**config.mk**
```make
export PLATFORM = sky130hd
export DESIGN_NAME = router_input_fifo
export DESIGN_NICKNAME = d
export VERILOG_FILES = /design/src/rtl/router_pkg.sv /design/src/rtl/router_fifo_mem.sv /design/src/rtl/router_input_fifo.sv
export SDC_FILE = /design/constraint.sdc
export NUM_CORES = 1
export LEC_CHECK = 0
export CELL_PAD_IN_SITES_DETAIL_PLACEMENT = 1
export CELL_PAD_IN_SITES_GLOBAL_PLACEMENT = 2
export CORE_AREA = 2 2 90 136
export CTS_BUF_LIST = sky130_fd_sc_hd__clkbuf_8
export DETAILED_ROUTE_END_ITERATION = 12
export DIE_AREA = 0 0 92 138
export DONT_BUFFER_PORTS = 1
export PLACE_DENSITY = 0.81
export SETUP_SLACK_MARGIN = 0.4
export SLEW_MARGIN = 5
export SYNTH_ARGS = -nofsm -noshare
export SYNTH_HDL_FRONTEND = slang
export SYNTH_HIERARCHICAL = 1
export SYNTH_SLANG_ARGS = --single-unit
```
**constraint.sdc**
```tcl
create_clock -name clk -period 3.64 [get_ports clk]
set_input_delay 0.546 -clock clk [delete_from_list [all_inputs] [get_ports clk]]
set_output_delay 0.546 -clock clk [all_outputs]
set_load 0.1 [all_outputs]
```
**src/rtl/router_pkg.sv**
```systemverilog
// Shared constants for the router input port.
// Holds default widths, output port indices and error flag bit positions.
package router_pkg;

    localparam int DATA_WIDTH_DEF = 32;

    localparam int NUM_PORTS = 5;
    localparam int PORT_N    = 0;
    localparam int PORT_E    = 1;
    localparam int PORT_W    = 2;
    localparam int PORT_S    = 3;
    localparam int PORT_L    = 4;

    localparam int ERR_W           = 3;
    localparam int ERR_RD_EMPTY    = 0;
    localparam int ERR_MULTI_GRANT = 1;
    localparam int ERR_PROTO       = 2;

endpackage

```
**src/rtl/router_fifo_mem.sv**
```systemverilog
// Flit storage for the router input FIFO.
// One synchronous write port, one asynchronous read port, no reset.
module router_fifo_mem #(
    parameter int DATA_WIDTH = 32,
    parameter int DEPTH      = 4,
    parameter int PTR_W      = 2
) (
    input  logic                  clk,
    input  logic                  wr_en,
    input  logic [PTR_W-1:0]      wr_addr,
    input  logic [DATA_WIDTH-1:0] wr_data,
    input  logic [PTR_W-1:0]      rd_addr,
    output logic [DATA_WIDTH-1:0] rd_data
);

    logic [DATA_WIDTH-1:0] mem [DEPTH];

    // Store the incoming flit into the addressed slot
    always_ff @(posedge clk) begin
        if (wr_en) begin
            mem[wr_addr] <= wr_data;
        end
    end

    assign rd_data = mem[rd_addr];

endmodule

```
**src/rtl/router_input_fifo.sv**
```systemverilog
// Router input port buffer: RTS/CTS link receiver feeding a circular FIFO.
// Optional sticky error flags are built when FIFO_ERR_CHK_EN is defined.
module router_input_fifo
    import router_pkg::*;
#(
    parameter  int DATA_WIDTH = DATA_WIDTH_DEF,
    parameter  int DEPTH      = 4,
    localparam int PTR_W      = $clog2(DEPTH)
) (
    input  logic                  clk,
    input  logic                  rst,
    input  logic                  DRTS,
    output logic                  CTS,
    input  logic [DATA_WIDTH-1:0] RX,
    input  logic                  read_en_N,
    input  logic                  read_en_E,
    input  logic                  read_en_W,
    input  logic                  read_en_S,
    input  logic                  read_en_L,
    output logic [DATA_WIDTH-1:0] Data_out,
    output logic                  empty,
    output logic                  full,
    output logic [PTR_W:0]        count
`ifdef FIFO_ERR_CHK_EN
    ,
    output logic [ERR_W-1:0]      err_flags
`endif
);

    localparam logic [PTR_W:0] FULL_CNT = (PTR_W + 1)'(DEPTH);

    logic [PTR_W-1:0]     rd_ptr;
    logic [PTR_W-1:0]     wr_ptr;
    logic [PTR_W:0]       count_next;
    logic [NUM_PORTS-1:0] grant;
    logic                 read_en;
    logic                 pop;
    logic                 accept;

    // Gather the arbiter grants into one vector indexed by port
    always_comb begin
        grant         = '0;
        grant[PORT_N] = read_en_N;
        grant[PORT_E] = read_en_E;
        grant[PORT_W] = read_en_W;
        grant[PORT_S] = read_en_S;
        grant[PORT_L] = read_en_L;
    end

    assign read_en = |grant;
    assign empty   = (count == '0);
    assign full    = (count == FULL_CNT);
    assign pop     = read_en & ~empty;
    // CTS high means the current RTS was already served last cycle
    assign accept  = DRTS & ~CTS & ~full;

    router_fifo_mem #(
        .DATA_WIDTH (DATA_WIDTH),
        .DEPTH      (DEPTH),
        .PTR_W      (PTR_W)
    ) u_mem (
        .clk     (clk),
        .wr_en   (accept & ~rst),
        .wr_addr (wr_ptr),
        .wr_data (RX),
        .rd_addr (rd_ptr),
        .rd_data (Data_out)
    );

    // Pulse CTS for exactly one cycle after each accepted flit
    always_ff @(posedge clk) begin
        if (rst) begin
            CTS <= 1'b0;
        end else begin
            CTS <= accept;
        end
    end

    // Advance write and read pointers; power-of-two depth wraps naturally
    always_ff @(posedge clk) begin
        if (rst) begin
            wr_ptr <= '0;
            rd_ptr <= '0;
        end else begin
            if (accept) begin
                wr_ptr <= wr_ptr + 1'b1;
            end
            if (pop) begin
                rd_ptr <= rd_ptr + 1'b1;
            end
        end
    end

    // Work out next occupancy from this cycle's accept and pop
    always_comb begin
        count_next = count;
        unique case ({accept, pop})
            2'b10:   count_next = count + 1'b1;
            2'b01:   count_next = count - 1'b1;
            default: count_next = count;
        endcase
    end

    // Register occupancy; flags are decoded from this register
    always_ff @(posedge clk) begin
        if (rst) begin
            count <= '0;
        end else begin
            count <= count_next;
        end
    end

`ifdef FIFO_ERR_CHK_EN
    logic             drts_q;
    logic             served;
    logic [ERR_W-1:0] err_set;

    // Detect grant misuse and upstream withdrawing an unserved request
    always_comb begin
        err_set = '0;
        err_set[ERR_RD_EMPTY] = read_en & empty;
        err_set[ERR_MULTI_GRANT] =
            |(grant & (grant - {{(NUM_PORTS-1){1'b0}}, 1'b1}));
        err_set[ERR_PROTO] = drts_q & ~DRTS & ~CTS & ~served;
    end

    // Track the current request and accumulate sticky error bits
    always_ff @(posedge clk) begin
        if (rst) begin
            drts_q    <= 1'b0;
            served    <= 1'b0;
            err_flags <= '0;
        end else begin
            drts_q    <= DRTS;
            served    <= DRTS & (served | accept);
            err_flags <= err_flags | err_set;
        end
    end
`endif

endmodule

```
Yosys cells after proc, flatten, opt, wreduce, memory -nomap -nowiden
Memories as Yosys holds them, arrays and structs flattened. A register that Yosys moved wholly into a read port is not among the register bits.
Cells that the tools add are included.
- flip-flop bits (word level): 8
- memory bits (writable): 128
- input bits: 40
- output and inout bits: 38
- memories: 1
- add/subtract/negate cells: 4
- eq/ne operators: 3
- muxes and demuxes: 5
- bitwise operators: 8
- reductions and logical operators: 3
- memories (memory ; words ; width ; rd ports ; clocked after memory_dff ; write ports ; line ; text):
    u_mem.mem ; 4 ; 32 ; 1 ; 1 ; 1 ; router_fifo_mem.sv:16 ; logic [DATA_WIDTH-1:0] mem [DEPTH];
- operator list (operator ; count):
    3-bit one-hot mux with 2 select lines ; 1
    5-bit OR reduction ; 1
    2-bit by 1-bit adder with 2-bit output (second input constant) ; 2
    1-bit AND ; 4
    2-bit two-way mux ; 2
    1-bit NOT ; 4
    3-bit by 1-bit adder with 3-bit output (second input constant) ; 1
    3-bit equality test (second input constant) ; 1
    3-bit logical NOT ; 1
    3-bit by 1-bit subtractor with 3-bit output (second input constant) ; 1
    2-bit by 1-bit equality test with 1-bit output (second input constant) ; 1
    2-bit equality test (second input constant) ; 1
    1-bit two-way mux ; 2
    2-bit nonzero test ; 1

Depth between registers and ports, before layout
Gate-level depths: netlist (run 1).
- depth after elaboration: 6
- depth in mapped cells: 8
- gate-level depth less buffers: 8

Cells and area by module
The synthesis (run 1) kept the hierarchy.
- by module, submodules not included (module ; instances ; cells each ; area each (um^2)):
    router_fifo_mem ; 1 ; 171 ; 4689.5
    router_input_fifo ; 1 ; 47 ; 397.9

Worst setup path before layout (run 1)
OpenSTA, ideal clock, no wires.
- kind: register -> register
- start: reg count[0]
- end: mem u_mem.mem[0][0] (enable)
- arrival: 4.921 ns
- required time: 3.172 ns
- path slack: -1.749 ns
- stages on the path, launching flop included: 5
- path buffers: 0
- clock period less this slack: 5.389 ns
- cell sequence: dfxtp_1 > nor3b_1 > or2_2 > nor2_1 > nor3b_1
- cells in the longest elaborated chain, start to end: 6
- ends and longest elaborated chain (item ; line ; text):
    from (decl) ; router_input_fifo.sv:23 ; output logic [PTR_W:0] count
    from (signal assigned) ; router_input_fifo.sv:109 ; count <= count_next;
    3-bit equality test ; router_input_fifo.sv:52 ; assign full = (count == FULL_CNT);
    via full ; router_input_fifo.sv:22 ; output logic full,
    1-bit NOT ; router_input_fifo.sv:55 ; assign accept = DRTS & ~CTS & ~full;
    1-bit AND ; router_input_fifo.sv:55 ;
    1-bit AND ; router_input_fifo.sv:63 ; .wr_en (accept & ~rst),
    1-bit two-way mux ; router_fifo_mem.sv:20 ; if (wr_en) begin
    1-bit two-way mux (not written as such) ; router_fifo_mem.sv:21 ; mem[wr_addr] <= wr_data;
    to (decl) ; router_fifo_mem.sv:16 ;
The timed path passes the listed nets, and every way through them passes these cells.

==> impl_metrics.csv, run 1 <==
group,metric,value,unit
setup_path,cp.arrival,2290,ps
clock_tree,clockBufferDepth,2,
setup_path,crit_type,"register to output pin",
cells_and_area,drive_gt1_share,30.4,%
sta,rsz0062_at_grt,"no",
setup_path,rrSetupSlack,870,ps
floorplanning,die-width,92,um
yosys,synth-seq-cells,136,
setup_path,path_delay_family,"multiplexers",
yosys,synth_edf_count,128,
clock_tree,cts_htree_levels,4,
yosys,ys_warn_count,6,
floorplanning,coreArea,11600,um2
clock_tree,postCtsSetupRepairBufs,0,
setup_path,critPathMaxFanout,18,
setup_path,r2r_cells,4,
floorplanning,std_cell_rows,49,
worst_hold_path,whs_path_depth,1,
sta,finalSetupTns,0,ps
yosys,synth.avg_cell_area,23.3,um2
routing,drt_iter0_drc,70,
power_and_ir_drop,peakVddDrop,0.429,mV
yosys,netlist_top_cells_count,"edfxtp_1 (128), mux4_2 (30), dfxtp_1 (8), nor2_1 (8), inv_1 (6)",
yosys,syn_area,5090,um2
global_routing,grtUsageMet1,15.0,%
yosys,synth.most_common_cell,"edfxtp_1",
yosys,yosysSeqAreaShare,78.7,%
floorplanning,io_pins,78,
yosys,ys_top_cells_by_area,"edfxtp_1 (76%), mux4_2 (13%), dfxtp_1 (3.1%)",
job,maxCapViolCount,0,
sta,post-route-period-util,77.9,%
routing,wl,8.53,mm
sta,setup_viol_count_final,0,
setup_path,r2r-start,"CTS",
clock_tree,clk_latency,420,ps
worst_hold_path,min_path_type,"input pin to register",
yosys,synth_cell_types,29,
yosys,synth_nets,260,
placement,hpwl,5.47,mm
cells_and_area,area_growth,10.8,%
yosys,ys.flop_type,"edfxtp_1",
sta,worstMarginPinSlew,1010,ps
power_and_ir_drop,fin_total_pwr,4.75,mW
sta,final_hold_viol_count,0,
floorplanning,initial_utilization,43.7,%
cells_and_area,nets,276,
global_routing,grt_max_degree,33,
placement,routabilityCongestion,0.726,
cells_and_area,num_antenna_cells,0,
yosys,synth_top_area_cell,"edfxtp_1",
floorplanning,die_h,138,um
setup_path,slowest_delay,1110,ps
global_routing,grt_pass1_wl,13.3,mm
global_routing,grt-ovfl-total,0,
routing,drc,0,
global_routing,use_met2,24.7,%
global_routing,use_met3,6.54,%
setup_path,cp.depth,1,
global_routing,antenna_found_initial,0,
power_and_ir_drop,p_leak,1.75,nW
sta,max_slew_margin,33.2,%
cells_and_area,fill_cells,1085,
power_and_ir_drop,p_per_area,843,nW/um2
worst_hold_path,worst_hold_path.endpoint,"wr_ptr[0]",
worst_hold_path,hold_start,"rst",
cells_and_area,ff_latch_area,4010,um2
routing,ant_nets,0,
sta,fin_crit,2830,ps
routing,post_drt_wl_per_cell,21.3,um
global_routing,busiest_layer,"met2",
clock_tree,numCtsBuffers,17,
setup_path,crit_slowest_cell,"mux4_1",
global_routing,grt_pass1_vias,2407,
setup_path,path_cells,"mux4_1",
setup_path,startpoint,"rd_ptr[0]",
run_status,status,"finished, final reports clean",
placement,io_buffers,0,
global_routing,grt_usage,14.5,%
clock_tree,postCtsResizedCells,0,
sta,fmaxAchievable,353,MHz
setup_path,r2r_end,"u_mem/mem[3][20]",
clock_tree,cts_tree,"yes",
setup_path,startpoint_type,"register",
routing,routed_via_density,5.35,
sta,clock_skew,10.0,ps
sta,whs,180,ps
clock_tree,cts_sinks,136,
floorplanning,dieArea,12700,um2
setup_path,critPathRequiredTime,3090,ps
routing,num_vias,2141,
cells_and_area,multiInputGateArea,1010,um2
clock_tree,cts_root_buf,"clkbuf_8",
setup_path,crit_path_end_kind,"output pin",
cells_and_area,fin_util,48.4,%
setup_path,crit_buf_inv,0,
routing,firstDrtPassIters,4,
yosys,netlist_instances,218,
yosys,synthArstFlopShare,0,%
clock_tree,clk_transition_reported_paths,70,ps
yosys,synth_top_area_share,75.6,%
clock_tree,postCtsHoldBufs,0,
sta,slew_viol_final,0,
[cells by family (layout without fill, tap and decap cells)]
| group | Yosys count | count (layout) | synth area share, % |
|---|---|---|---|
| flops | 136 | 136 | 78.7 |
| mux | 34 | 34 | 14.8 |
| simple gates | 21 | 21 | 2.36 |
| buf+inv | 14 | 43 | 2.21 |
| compound gates | 9 | 9 | 0.984 |
| fa+ha+maj | 2 | 2 | 0.639 |
| xor+xnor | 2 | 2 | 0.344 |
[power by group]
part           total, mW  switching (mW)  internal (mW)  leakage (nW)
Combinational       1.68            1.35          0.330         0.329
Sequential          1.98           0.184           1.80          1.23
Clock               1.09           0.502          0.584         0.192
Total               4.75            2.04           2.71          1.75
[worst register-to-register path, cell delays in order, from the launching register on]
cell	delay (ps)
dfxtp_1	640
nand2b_1	360
or2_2	320
nor2_1	250
and3_2	820
[worst max path at each step]
stage | end
after floorplan | count[2]
after global placement | u_mem/mem[2][2]
after detailed placement | u_mem/mem[3][10]
after CTS | Data_out[31]
after global routing | Data_out[0]
final | Data_out[0]
[layer usage]
layer / part of all wire (%) / wire length [um]
met1: 37 / 3130
met2: 54 / 4630
met3: 6.4 / 548
met4: 2.6 / 225
met5: 0 / 0
[layout make-up]
class                           count  area share, %
Multi-Input combinational cell     68           17.9
Clock inverter                     15           2.15
Tap cell                          153           3.40
Clock buffer                       17           4.15
Timing Repair Buffer                5          0.888
Sequential cell                   136           71.1
Inverter                            6          0.399
[through the flow]
step / cells / cell area [um2] / setup WS, ps
3_3_place_gp: 368 / 5280 / 1010
2_1_floorplan: 218 / 5120 / 443
6_report: 400 / 5640 / 805
4_1_cts: 400 / 5640 / 732
3_5_place_dp: 368 / 5280 / 839
5_1_grt: 400 / 5640 / 667
[flip-flops by register name (all words and copies together) (netlist names)]
signal	cells
CTS	1
count	3
u_mem/mem	128
wr_ptr	2
rd_ptr	2
[placed cells by master, fill, tap and decap left out, types with 4 or more instances in the layout]
cell      Yosys  layout
edfxtp_1    128     128
clkinv_2      0       4
buf_4         0       4
clkbuf_8      0      17
mux4_2       30      30
nor2_1        8       8
inv_1         6      10
a21oi_1       5       5
dfxtp_2       0       5
(Power assumes the default switching activity.)
==> run 2: changes to the inputs <==
==> constraint.sdc (replaced) <==
create_clock -name clk -period 2.3 [get_ports clk]
set_input_delay 0.345 -clock clk [delete_from_list [all_inputs] [get_ports clk]]
set_output_delay 0.345 -clock clk [all_outputs]
set_load 0.1 [all_outputs]
==> impl_metrics.csv, run 2 (synthesized netlist as in run 1, its figures left out) <==
group,metric,value,unit
cells_and_area,largest_reg_flops,128,
placement,place_ws,295,ps
setup_path,crit_type,"register to output pin",
power_and_ir_drop,pwr-share-clk,22.3,%
setup_path,critPathMaxFanout,8,
sta,worstMarginPinSlew,465,ps
floorplanning,io_pins,78,
power_and_ir_drop,power_switching,3.67,mW
clock_tree,clk_latency,430,ps
setup_path,rrSetupSlack,350,ps
sta,max_slew_margin,68.7,%
sta,slew_viol_final,0,
sta,clock_skew,10.6,ps
clock_tree,cts_htree_levels,4,
placement,io_buffers,0,
floorplanning,std_cell_rows,49,
cells_and_area,fin_util,60.0,%
setup_path,r2r-start,"count[2]",
cells_and_area,num_antenna_cells,0,
routing,num_vias,2496,
sta,rsz0062_at_grt,"yes",
setup_path,critPathRequiredTime,1960,ps
power_and_ir_drop,p_leak,2.34,nW
power_and_ir_drop,swShare,39.9,%
cells_and_area,reg_top3,"u_mem/mem (128), count (3)",
floorplanning,coreArea,11600,um2
setup_path,crit_path_end,"Data_out[9]",
routing,firstDrtPassIters,4,
routing,post_drt_wl_per_cell,21.0,um
global_routing,grt-ovfl-total,0,
placement,hpwl,6.56,mm
global_routing,grt_usage,17.6,%
power_and_ir_drop,peakVddDrop,0.864,mV
cells_and_area,largest-register,"u_mem/mem",
sta,fin_ws,128,ps
clock_tree,cts_tree,"yes",
power_and_ir_drop,pwr-share-comb,45.7,%
sta,post-route-period-util,94.4,%
routing,wl,10.2,mm
setup_path,crit_path_end_kind,"output pin",
routing,routed_via_density,5.13,
job,maxCapViolCount,0,
clock_tree,numCtsBuffers,17,
global_routing,grt_pass1_wl,16.1,mm
placement,routabilityCongestion,0.716,
worst_hold_path,min_path_type,"input pin to register",
cells_and_area,mostFrequentLayoutCell,"edfxtp_1",
clock_tree,cts_sinks,136,
power_and_ir_drop,internal_power,5.52,mW
placement,dpl.cell_count,413,
global_routing,grt_max_degree,20,
setup_path,r2r_cells,8,
cells_and_area,drive_gt1_share,43.1,%
cells_and_area,final_cells,487,
routing,ant_nets,0,
sta,fmaxAchievable,460,MHz
clock_tree,cts_root_buf,"clkbuf_8",
floorplanning,die_h,138,um
sta,whs,147,ps
clock_tree,clk_transition_reported_paths,80,ps
routing,drc,0,
sta,finalSetupTns,0,ps
placement,dpl-instance-area,6080,um2
power_and_ir_drop,p_per_area,1320,nW/um2
setup_path,startpoint,"rd_ptr[0]",
cells_and_area,final_cell_mix,"edfxtp_1 (128), buf_12 (36), dlygate4sd3_1 (33)",
global_routing,grt_pass1_vias,2791,
worst_hold_path,hold_start,"rst",
cells_and_area,area_growth,37.3,%
clock_tree,clockBufferDepth,2,
setup_path,r2r_end,"count[2]",
power_and_ir_drop,p_seq_share,32.0,%
power_and_ir_drop,fin_total_pwr,9.19,mW
sta,final_hold_viol_count,0,
sta,fin_crit,2170,ps
setup_path,cp.arrival,1830,ps
floorplanning,initial_utilization,43.7,%
setup_path,startpoint_type,"register",
cells_and_area,post-route-cell-area,6980,um2
routing,drt_iter0_drc,126,
run_status,status,"finished, final reports clean",
floorplanning,die-width,92,um
global_routing,antenna_found_initial,0,
floorplanning,dieArea,12700,um2
sta,setup_viol_count_final,0,
cells_and_area,nets,363,
run 2: cell count changes in the layout (fill, tap and decap cells not counted), moves of 3 or more:
cell	delta
dlygate4sd3_1	+33
clkinv_1	-3
inv_1	-5
dfxtp_4	+4
inv_6	+5
buf_4	+14
dfxtp_2	-3
buf_12	+35
clkinv_4	+5
clkinv_2	-3
run 2: repair_timing:
item | CTS | global route
pin swaps | 1 | 1
resized for setup | 9 | 2
endpoints found under the setup margin | 131 | 65
cloned | 2 | 0
hold endpoints to repair | 134 | 0
hold buffers | 33 | 0
setup buffers | 6 | 1
run 2: power by group through the flow:
stage	logic [mW]	registers, mW	clock network (mW)
2_1_floorplan	2.67	3.08	0
3_3_place_gp	3.99	2.98	0
3_5_place_dp	4.02	2.99	0
4_1_cts	4.23	2.94	2.08
5_1_grt	4.33	2.96	2.18
6_report	4.20	2.94	2.05
run 2: worst min-delay path by stage:
stage	end	slack [ps]	cells after the start
detailed placement	count[1]	410	1
global route	rd_ptr[1]	140	2
floorplan	u_mem/mem[0][0]	440	0
CTS	rd_ptr[1]	120	2
finish	rd_ptr[1]	150	2
global placement	count[1]	400	1
run 2: worst max-delay path, cell delays in order, from the launching register on:
cell and delay (ps):
dfxtp_4 460, buf_12 170, mux4_2 560, buf_12 200
run 2: cell type report:
| cell class | count | area [um2] |
|---|---|---|
| Inverter | 6 | 22.5 |
| Multi-Input combinational cell | 68 | 1050 |
| Timing Repair Buffer | 92 | 1280 |
| Clock inverter | 15 | 190 |
| Fill cell | 990 | 4660 |
| Tap cell | 153 | 191 |
| Clock buffer | 17 | 234 |
| Sequential cell | 136 | 4020 |
run 2: layer usage:
layer | up-vias | GRT usage [%] | wire length, um
met5 | - | 0 | 0
met4 | 0 | 5.66 | 81
met3 | 6 | 5.78 | 369
met2 | 59 | 30.6 | 5870
met1 | 1310 | 20.4 | 3910
li1 | 1121 | - | -
